[config.mk]
export PLATFORM = sky130hd
export DESIGN_NAME = anneal_step_ctr
export DESIGN_NICKNAME = d
export VERILOG_FILES = /design/src/rtl/anneal_step_ctr.sv
export SDC_FILE = /design/constraint.sdc
export NUM_CORES = 1
export LEC_CHECK = 0
export ABC_AREA = 1
export BUFFER_PORTS_ARGS = -buffer_cell sky130_fd_sc_hd__buf_2
export CORE_ASPECT_RATIO = 0.6
export CORE_UTILIZATION = 43
export DETAILED_ROUTE_END_ITERATION = 10
export PLACE_DENSITY_LB_ADDON = 0.25
export SYNTH_ARGS = -nofsm -noshare
export SYNTH_HDL_FRONTEND = slang
export SYNTH_SLANG_ARGS = --single-unit
[constraint.sdc]
create_clock -name clk -period 4.2 [get_ports clk]
set_clock_uncertainty 0.05 [all_clocks]
set_input_delay 0.84 -clock clk [delete_from_list [all_inputs] [get_ports clk]]
set_output_delay 0.84 -clock clk [all_outputs]
set_load 0.02 [all_outputs]
[src/rtl/anneal_step_ctr.sv]
// SSQA run sequencer: NUM_STEPS dwell steps per trial, num_trials trials, abort and restart.
// Optional macro ANNEAL_STEP_CTR_PAUSE_EN adds a pause input that stalls RUN in place.
module anneal_step_ctr #(
  parameter int NUM_STEPS = 10,
  parameter int STEP_W    = 4,
  parameter int CYC_W     = 8,
  parameter int TRIAL_W   = 8
) (
  input  logic               clk,
  input  logic               rst_sys,
  input  logic               start,
  input  logic               abort,
`ifdef ANNEAL_STEP_CTR_PAUSE_EN
  input  logic               pause,
`endif
  input  logic [CYC_W-1:0]   cycles_per_step,
  input  logic [TRIAL_W-1:0] num_trials,
  output logic               comp_enable,
  output logic [STEP_W-1:0]  step_idx,
  output logic               step_tick,
  output logic [TRIAL_W-1:0] trial_idx,
  output logic               trial_done,
  output logic               busy,
  output logic               finish
);

  typedef enum logic [1:0] {IDLE = 2'd0, RUN = 2'd1, GAP = 2'd2, DONE = 2'd3} state_e;

  state_e             state_q, state_d;
  logic [CYC_W-1:0]   cps_q, cps_d;
  logic [TRIAL_W-1:0] ntr_q, ntr_d;
  logic [CYC_W-1:0]   cyc_q, cyc_d;
  logic [STEP_W-1:0]  step_q, step_d;
  logic [TRIAL_W-1:0] trial_q, trial_d;

  logic stall;
`ifdef ANNEAL_STEP_CTR_PAUSE_EN
  assign stall = pause;
`else
  assign stall = 1'b0;
`endif

  logic last_cyc, last_step, last_trial;
  assign last_cyc   = (cyc_q == cps_q - CYC_W'(1));
  assign last_step  = (step_q == STEP_W'(NUM_STEPS - 1));
  assign last_trial = (trial_q == ntr_q - TRIAL_W'(1));

  always_ff @(posedge clk or posedge rst_sys) begin
    if (rst_sys) begin
      state_q <= IDLE;
      cps_q   <= '0;
      ntr_q   <= '0;
      cyc_q   <= '0;
      step_q  <= '0;
      trial_q <= '0;
    end else begin
      state_q <= state_d;
      cps_q   <= cps_d;
      ntr_q   <= ntr_d;
      cyc_q   <= cyc_d;
      step_q  <= step_d;
      trial_q <= trial_d;
    end
  end

  always_comb begin
    state_d = state_q;
    cps_d   = cps_q;
    ntr_d   = ntr_q;
    cyc_d   = cyc_q;
    step_d  = step_q;
    trial_d = trial_q;
    if (abort) begin
      state_d = IDLE;
      cyc_d   = '0;
      step_d  = '0;
      trial_d = '0;
    end else begin
      unique case (state_q)
        IDLE, DONE: begin
          if (start) begin
            // Zero config means "one": keeps the terminal compares well-defined.
            cps_d   = (cycles_per_step == '0) ? CYC_W'(1) : cycles_per_step;
            ntr_d   = (num_trials == '0) ? TRIAL_W'(1) : num_trials;
            cyc_d   = '0;
            step_d  = '0;
            trial_d = '0;
            state_d = RUN;
          end
        end
        RUN: begin
          if (!stall) begin
            if (last_cyc) begin
              cyc_d = '0;
              if (!last_step) begin
                step_d = step_q + STEP_W'(1);
              end else begin
                step_d  = '0;
                state_d = GAP;
              end
            end else begin
              cyc_d = cyc_q + CYC_W'(1);
            end
          end
        end
        GAP: begin
          if (last_trial) begin
            state_d = DONE;
          end else begin
            trial_d = trial_q + TRIAL_W'(1);
            state_d = RUN;
          end
        end
        default: state_d = IDLE;
      endcase
    end
  end

  always_comb begin
    comp_enable = (state_q == RUN) && !stall;
    step_tick   = (state_q == RUN) && !stall && !abort && last_cyc;
    trial_done  = (state_q == GAP) && !abort;
    busy        = (state_q == RUN) || (state_q == GAP);
    finish      = (state_q == DONE);
    step_idx    = step_q;
    trial_idx   = trial_q;
  end

endmodule
==> flow_summary.yaml, run 1 <==
cts:
  htree_levels: 2
  cts_resized: 0
  cts_hold_buffers: 0
  cts_sinks: 38
  cts_buffer_depth: 2
  cts_tree: "yes"
  post_cts_buffers: 0
  numCtsBuffers: 5
  clkTransAtPathRegs_ns: 0.08
  worstSkewPairLatency_ns: 0.29
  cts-root-buf: "clkbuf_8"
placed_design:
  portBuffers: 36
  placed_cells: 464
  gp_congestion: 0.880
  placed_area_mm2: 0.00284
  hpwlAfterDp_um: 4590
  dpl_worst_slack_ns: 1.55
worst_hold_path:
  worstHoldPathType: "flop to flop"
layout:
  antenna_cells: 0
  final_cells: 472
  drive_above_1_share: 0.194
  final_util: 0.523
  final_area_mm2: 0.00298
  nets: 420
  syn_to_final_growth_pct: 14.9
synthesis:
  syn-num-nets: 383
  synth_area_mm2: 0.00259
  synth_edf_count: 0
  async_flop_share: 1.00
  synth_top_flop_cell: "dfrtp_1"
  synth-seq-area-share: 0.366
  syn_area_per_cell_um2: 7.33
  synth.distinct_cells: 36
  synth-warning-count: 0
  synth_cells: 354
  yosysTopAreaCellShare: 0.366
  synth_area_leader_cell: "dfrtp_1"
  synthTopCellsByCount: "nand2_1, inv_1, dfrtp_1, nand3_1, nor2_1"
  synth-seq-cells: 38
  synth.most_common_cell: "nand2_1"
  synthTopCellsByArea: "dfrtp_1, nand2_1, inv_1, nand3_1, ha_1"
critical_path:
  r2r_end: "cyc_q[3]"
  r2r_start: "cps_q[0]"
  r2r_cells: 12
  cp-start-kind: "flop"
  crit_path_max_fanout: 7
  critPathKind: "flop to output pin"
  cp-end-kind: "output pin"
  crit_end: "step_tick"
  cp.arrival_ns: 2.07
  cp.required_ns: 3.31
  rrSetupSlack_ns: 2.10
  cp-startpoint: "cps_q[0]"
floorplan:
  die_h_um: 62.2
  dieArea_mm2: 0.00636
  start_util: 0.455
  core_mm2: 0.00570
  fp.dieW_um: 102
  pin_count: 37
  rows: 21
sta:
  fin_hold_ws_ns: 0.486
  setup_ws_ns: 1.24
  max-slew-margin-rel: 0.414
  rsz0062_at_grt: "false"
  finalCriticalPeriod_ns: 2.96
  post-route-period-util: 0.706
  max_freq_mhz: 337
  setup_violations: 0
  final_max_slew_viol_count: 0
  worstMarginPinSlew_ns: 0.878
  hold_viol: 0
  finalSetupTns_ns: 0
power:
  p_comb_frac: 0.440
  p_leak_nw: 1.50
  clockPowerShare: 0.225
  seq_power_share: 0.335
  ir_worst_vdd_uv: 279
  power.density_mw_per_mm2: 588
  p_switching_uw: 758
  total_power_mw: 1.75
  netSwitchingFraction: 0.432
  p_int_uw: 995
outcome:
  status: "completed"
routing:
  postRouteAntennaNets: 0
  drc: 0
  wire_per_inst_um: 12.6
  wl_um: 5930
  routed_via_density: 4.90
  drt-initial-drc-count: 135
  num_vias: 2311
  first_pass_iters: 4
global_routing:
  antenna_found_initial: 0
  grt_max_degree: 30
  grt_pass1_vias: 2212
  grt_pass1_wl_um: 10400
  overflow: 0
  track_usage: 0.211
job:
  drv_cap: 0
logic make-up (layout without fill, tap and decap cells):
logic type,count (synthesis),after routing,share of synthesized area
AND/OR/NAND/NOR,190,190,0.341
buffers and inverters,58,96,0.0921
flip-flops,38,38,0.366
AO/OA/AOI/OAI,36,36,0.0767
XOR/XNOR,20,20,0.0675
adder cells (fa/ha/maj),9,9,0.0434
multiplexers,3,3,0.0130
worst min-delay path by stage:
stage / start / end / cells past startpoint
2_1_floorplan: ntr_q[1] / ntr_q[1] / 2
3_3_place_gp: cps_q[7] / cps_q[7] / 1
3_5_place_dp: ntr_q[7] / ntr_q[7] / 1
4_1_cts: ntr_q[7] / ntr_q[7] / 1
5_1_grt: cps_q[7] / cps_q[7] / 1
6_report: ntr_q[7] / ntr_q[7] / 1
power by group through the flow:
stage | sequential, mW | clock (mW) | combinational [mW]
finish | 0.587 | 0.394 | 0.772
global route | 0.605 | 0.426 | 0.884
CTS | 0.584 | 0.406 | 0.777
detailed placement | 0.590 | 0 | 0.772
global placement | 0.586 | 0 | 0.755
floorplan | 0.560 | 0 | 0.643
flip-flops by register name, indices dropped and copies added, names as in the netlist:
signal     count
cps_q          8
cyc_q          8
ntr_q          8
trial_idx      8
step_idx       4
state_q        2
routing by layer:
layer / track usage / part of all wire / wire length [µm]
met1: 0.323 / 0.54 / 3230
met2: 0.295 / 0.39 / 2320
met3: 0.0450 / 0.054 / 319
met4: 0.0625 / 0.010 / 61
met5: 0 / 0 / 0
cell usage in the layout (no fill, tap or decap):
cell       Yosys  routed
nor3b_1        1       1
and3_1         2       2
nand2_4        2       2
o21ai_2        4       4
xor2_1        10      10
inv_2          2       2
nand4_1        7       7
nor2_4         2       2
inv_1         48      48
nor3_2         1       1
bufinv_16      0       2
xnor2_1       10      10
nand2_2        6       6
nor3_1         7       7
buf_4          0       2
nand3b_1       1       1
ha_1           9       9
o21ai_0       20      20
nor2_1        27      27
a22oi_1        1       1
dfrtp_1       38      38
and3b_1        1       1
or2_1          1       1
mux2_2         3       3
clkbuf_8       0       6
nand3_1       27      27
o21ai_1        2       2
nor2_2         6       6
buf_2          3      36
nand3_2        1       1
nor3b_2        1       1
o22ai_1        1       1
nand2_1       93      93
nor4_1         2       2
a21oi_1        8       8
or2_2          2       2
critical path: stages, from the launching register on:
cell and delay, ns:
dfrtp_1 0.39, inv_1 0.18, ha_1 0.28, nand2_2 0.09, nor2_2 0.11, nand3_1 0.09
nand2_1 0.07, nand2_1 0.06, nor2_2 0.09, nand2_2 0.09, nor3_1 0.14, buf_2 0.19
area by class of cell:
cell class	instances	area (µm²)
clock inverters	2	60.1
flip-flops and latches	38	951
clock buffers	6	82.6
fillers	572	2720
inverters	50	188
multi-input cells	258	1410
repair buffers	38	195
well taps	80	100
(Power assumes the default switching activity.)
==> run 2: changes to the inputs <==
==> constraint.sdc (replaced) <==
create_clock -name clk -period 2.7 [get_ports clk]
set_clock_uncertainty 0.05 [all_clocks]
set_input_delay 0.54 -clock clk [delete_from_list [all_inputs] [get_ports clk]]
set_output_delay 0.54 -clock clk [all_outputs]
set_load 0.02 [all_outputs]
==> run 2 against run 1 <==
Compared with the run above:
- worst setup slack got worse by 1.0 ns
- total power is 55% higher
- wire length fell by 2.4%
- highest routed layer unchanged
- sequential power up 55%
- critical path depth did not move
- flip-flop and latch count unchanged
- combinational power is 58% higher
- clock power grew 52%
- largest power group unchanged
- critical path type unchanged
- first-iteration DRC count is 6.7% higher
- cell count grew 0.21%
==> flow_summary.yaml, run 2 (synthesis results as in run 1) <==
layout:
  seq_area_um2: 952
  syn_to_final_growth_pct: 15.6
  multi_input_area_mm2: 0.00141
  nets: 421
  layout_common_cells: "nand2_1, inv_1, dfrtp_1, buf_2"
  antenna_cells: 0
  layout_commonest_cell: "nand2_1"
  drive_above_1_share: 0.206
  fillers: 571
floorplan:
  fp.dieW_um: 102
  die_h_um: 62.2
  pin_count: 37
  start_util: 0.455
  core_mm2: 0.00570
  dieArea_mm2: 0.00636
  rows: 21
sta:
  final_max_slew_viol_count: 0
  worstMarginPinSlew_ns: 0.617
  setup_violations: 0
  max_freq_mhz: 399
  rsz0062_at_grt: "false"
  max-slew-margin-rel: 0.588
  hold_viol: 0
  finalSetupTns_ns: 0
  finalCriticalPeriod_ns: 2.50
  post-route-period-util: 0.927
  setup_ws_ns: 0.197
global_routing:
  grt_pass1_wl_um: 10000
  grt_max_degree: 39
  met3_usage: 0.0417
  busiest_layer: "met1"
  antenna_found_initial: 0
  grtUsageMet1: 0.320
  grt_pass1_vias: 2131
  track_usage: 0.201
  overflow: 0
  use_met2: 0.279
critical_path:
  r2r_cells: 11
  critical_path.slowest_cell: "dfrtp_1"
  rrSetupSlack_ns: 0.69
  cp.arrival_ns: 1.91
  cp.required_ns: 2.11
  cp-startpoint: "cps_q[0]"
  crit_end: "step_tick"
  cp-start-kind: "flop"
  r2r_start: "state_q[0]"
  r2r_end: "trial_idx[1]"
  slowest_delay_ns: 0.39
  critPathKind: "flop to output pin"
  path_cells: "inv_2, ha_2, nand2_2, nor2_2, nand3_1, nand2_1, nand2_1, nor2_2, nand2_2, nor3_2, buf_4"
  crit_path_max_fanout: 7
  cp-end-kind: "output pin"
placed_design:
  portBuffers: 36
  gp_congestion: 0.831
  hpwlAfterDp_um: 4490
  dpl_worst_slack_ns: 0.314
worst_hold_path:
  worstHoldPathType: "input pin to asynchronous set/reset pin"
routing:
  routed_via_density: 4.91
  first_pass_iters: 5
  postRouteAntennaNets: 0
  num_vias: 2322
  drc: 0
  wl_um: 5790
  wire_per_inst_um: 12.2
  drt-initial-drc-count: 144
cts:
  htree_levels: 2
  clkTransAtPathRegs_ns: 0.08
  numCtsBuffers: 5
  worstSkewPairLatency_ns: 0.29
  cts_hold_buffers: 0
  cts_tree: "yes"
  cts-root-buf: "clkbuf_8"
  cts_buffer_depth: 2
  cts_sinks: 38
  post_cts_buffers: 0
power:
  total_power_mw: 2.72
  power.density_mw_per_mm2: 907
  ir_worst_vdd_uv: 455
  p_leak_nw: 1.51
outcome:
  status: "completed"
job:
  drv_cap: 0
-- run 2: repair_timing --
item / in CTS / in global routing
gates resized for setup: 1 / 4
setup endpoints to repair: 1 / 1
pin swaps: 0 / 0
-- run 2: report_power, final --
part / internal (mW) / switching [mW]
clock network: 0.394 / 0.202
registers: 0.719 / 0.189
logic: 0.444 / 0.773
total: 1.56 / 1.16
-- run 2: area by class of cell --
cell class | instances | share of cell area
clock inverter | 2 | 0.0200
timing repair buffer | 39 | 0.0684
inverter | 50 | 0.0626
clock buffer | 6 | 0.0275
tap | 80 | 0.0334
multi-input combinational | 258 | 0.471
sequential | 38 | 0.317
-- run 2: how the worst min path moves through the flow --
| stage | from | end | slack [ns] | cells past startpoint |
|---|---|---|---|---|
| 3_5_place_dp | cps_q[7] | cps_q[7] | 0.47 | 1 |
| 3_3_place_gp | cps_q[7] | cps_q[7] | 0.46 | 1 |
| 5_1_grt | rst_sys | trial_idx[0] | 0.35 | 3 |
| 2_1_floorplan | ntr_q[1] | ntr_q[1] | 0.44 | 2 |
| 4_1_cts | rst_sys | trial_idx[0] | 0.32 | 3 |
| 6_report | rst_sys | trial_idx[0] | 0.31 | 3 |
-- run 2: metal layers --
metal,vias up,wire length [µm]
li1,1200,-
met4,0,22
met2,48,2260
met3,2,242
met1,1072,3260
met5,-,0
-- run 2: metrics by stage --
| step | utilization | hold slack, ns | instance area, µm² | instances |
|---|---|---|---|---|
| after floorplan | - | 0.444 | 2590 | 354 |
| after global placement | 0.499 | 0.464 | 2850 | 465 |
| after detailed placement | 0.499 | 0.467 | 2850 | 465 |
| after CTS | 0.525 | 0.324 | 2990 | 473 |
| after global routing | 0.526 | 0.348 | 3000 | 473 |
| final | 0.526 | 0.309 | 3000 | 473 |
-- run 2: critical path: cells and delay by family, from the launching register on --
family	cells	cell delay [ns]
fa+ha+maj	1	0.23
flops	1	0.39
buf+inv	2	0.29
simple gates	8	0.72
==> run 3: changes to the inputs <==
==> constraint.sdc (replaced) <==
create_clock -name clk -period 2.7 [get_ports clk]
set_clock_uncertainty 0.05 [all_clocks]
set_input_delay 0 -clock clk [delete_from_list [all_inputs] [get_ports clk]]
set_output_delay 0 -clock clk [all_outputs]
set_load 0.02 [all_outputs]
==> run 3 against run 2 <==
Compared with the run above:
- first-iteration DRC count rose by 5.6%
- via count rose by 5.3%
- sequential power hardly changed
- worst setup slack improved by 0.29 ns
- highest routed layer unchanged
- clock power shrank 20%
- largest power group unchanged
- non-clock buffer count up 17
- die area stayed put
- worst hold slack lost 0.23 ns
- utilization grew 2.2 points
- maximum frequency grew 13%
==> flow_summary.yaml, run 3 (synthesis results as in run 1) <==
critical_path:
  crit_path_max_fanout: 7
  slowest_delay_ns: 0.39
  crit_buf_inv: 2
  r2r_end: "cyc_q[3]"
  cp.arrival_ns: 2.16
  r2r_cells: 12
  path_cells: "inv_1, ha_1, nand2_2, nor2_2, nand3_1, nand2_1, nand2_1, nor2_2, nand2_2, nor3_1, buf_2"
  rrSetupSlack_ns: 0.58
  crit_cells: 11
  cp-start-kind: "flop"
  critical_path.slowest_cell: "dfrtp_1"
  r2r_start: "cps_q[0]"
  cp.required_ns: 2.65
  critPathTopFamily: "simple AND/OR/NAND/NOR gates"
  cp-end-kind: "output pin"
  critPathKind: "flop to output pin"
cts:
  post_cts_buffers: 0
  cts_tree: "yes"
  cts_buffer_depth: 2
  clkTransAtPathRegs_ns: 0.08
  numCtsBuffers: 5
  htree_levels: 2
  cts_sinks: 38
  cts-root-buf: "clkbuf_8"
  worstSkewPairLatency_ns: 0.29
sta:
  worstMarginPinSlew_ns: 0.642
  post-route-period-util: 0.818
  hold_viol: 0
  finalCriticalPeriod_ns: 2.21
  max_freq_mhz: 453
  rsz0062_at_grt: "false"
  finalSetupTns_ns: 0
  final_max_slew_viol_count: 0
  setup_ws_ns: 0.491
  setup_violations: 0
  max-slew-margin-rel: 0.572
global_routing:
  grt_pass1_wl_um: 10800
  antenna_found_initial: 0
  grt_max_degree: 24
  track_usage: 0.221
  grt_pass1_vias: 2261
  overflow: 0
layout:
  drive_above_1_share: 0.188
  antenna_cells: 0
  fillers: 545
  layout_common_cells: "nand2_1, inv_1, dfrtp_1, buf_2"
  nets: 438
  final_util: 0.548
  syn_to_final_growth_pct: 20.4
  layout_commonest_cell: "nand2_1"
routing:
  wire_per_inst_um: 12.8
  postRouteAntennaNets: 0
  wl_um: 6270
  drc: 0
  num_vias: 2446
  met2_length_um: 2410
  route.met3.wl_um: 370
  wl_met1_um: 3430
  routed_via_density: 4.99
  routed.top_layer: "met4"
  drt-initial-drc-count: 152
  first_pass_iters: 5
job:
  drv_cap: 0
floorplan:
  start_util: 0.455
  rows: 21
  die_h_um: 62.2
  dieArea_mm2: 0.00636
  pin_count: 37
  fp.dieW_um: 102
  core_mm2: 0.00570
outcome:
  status: "completed"
placed_design:
  dpl_worst_slack_ns: 0.630
  portBuffers: 36
  hpwlAfterDp_um: 4670
  gp_congestion: 0.833
worst_hold_path:
  min_to: "state_q[0]"
  hp-start: "start"
  worstHoldPathType: "input pin to flop"
  hold_path_depth: 3
power:
  p_leak_nw: 1.57
  power.density_mw_per_mm2: 841
  ir_worst_vdd_uv: 481
==> run 3: power by group <==
| part | total (mW) | switching, mW | internal [mW] |
|---|---|---|---|
| Sequential | 0.910 | 0.193 | 0.718 |
| Clock | 0.480 | 0.208 | 0.272 |
| Combinational | 1.24 | 0.782 | 0.458 |
==> run 3: worst register-to-register path, cell delays in order (launching register included) <==
cell     delay, ns
dfrtp_1       0.39
inv_1         0.18
ha_1          0.29
nand2_2       0.09
nor2_2        0.12
nand3_1       0.09
nand2_1       0.06
nand2_1       0.07
nor2_2        0.09
nand2_2       0.08
nand2_4       0.09
nand2_2       0.17
and3b_1       0.22
==> run 3: cell type report <==
cell class / count / area (µm²) / area share
Sequential cell: 38 / 951 / 0.304
Inverter: 50 / 188 / 0.0600
Tap cell: 80 / 100 / 0.0320
Clock buffer: 5 / 68.8 / 0.0220
Timing Repair Buffer: 56 / 373 / 0.119
Multi-Input combinational cell: 258 / 1410 / 0.450
Clock inverter: 3 / 40.0 / 0.0128
==> run 3: how the worst max path moves through the flow <==
stage               start        end  slack [ns]
2_1_floorplan  state_q[1]   cyc_q[7]        0.78
3_3_place_gp     cps_q[0]   cyc_q[3]        0.71
3_5_place_dp     cps_q[0]   cyc_q[3]        0.63
4_1_cts          cps_q[0]  step_tick        0.50
5_1_grt          cps_q[0]  step_tick        0.30
6_report         cps_q[0]  step_tick        0.49
==> run 3: through the flow <==
step           instance area, µm²  power [mW]  cells  hold WS (ns)
2_1_floorplan                2590        1.87    354        0.0331
3_3_place_gp                 2850        2.09    465        0.0670
3_5_place_dp                 2850        2.12    465        0.0726
4_1_cts                      3130        2.64    490        0.0770
5_1_grt                      3130        2.88    490        0.0923
6_report                     3130        2.63    490        0.0772
==> run 3: metal layers <==
metal,track usage,up-vias
met1,0.355,1134
met4,0.0429,0
met5,0,-
li1,-,1235
met3,0.0495,8
met2,0.297,69
==> run 3: repair_timing <==
item                                    4_1_cts  5_1_grt
endpoints found under the setup margin        0        0
gates resized for setup                       0        0
hold endpoints to repair                     31        0
hold buffers                                 17        0
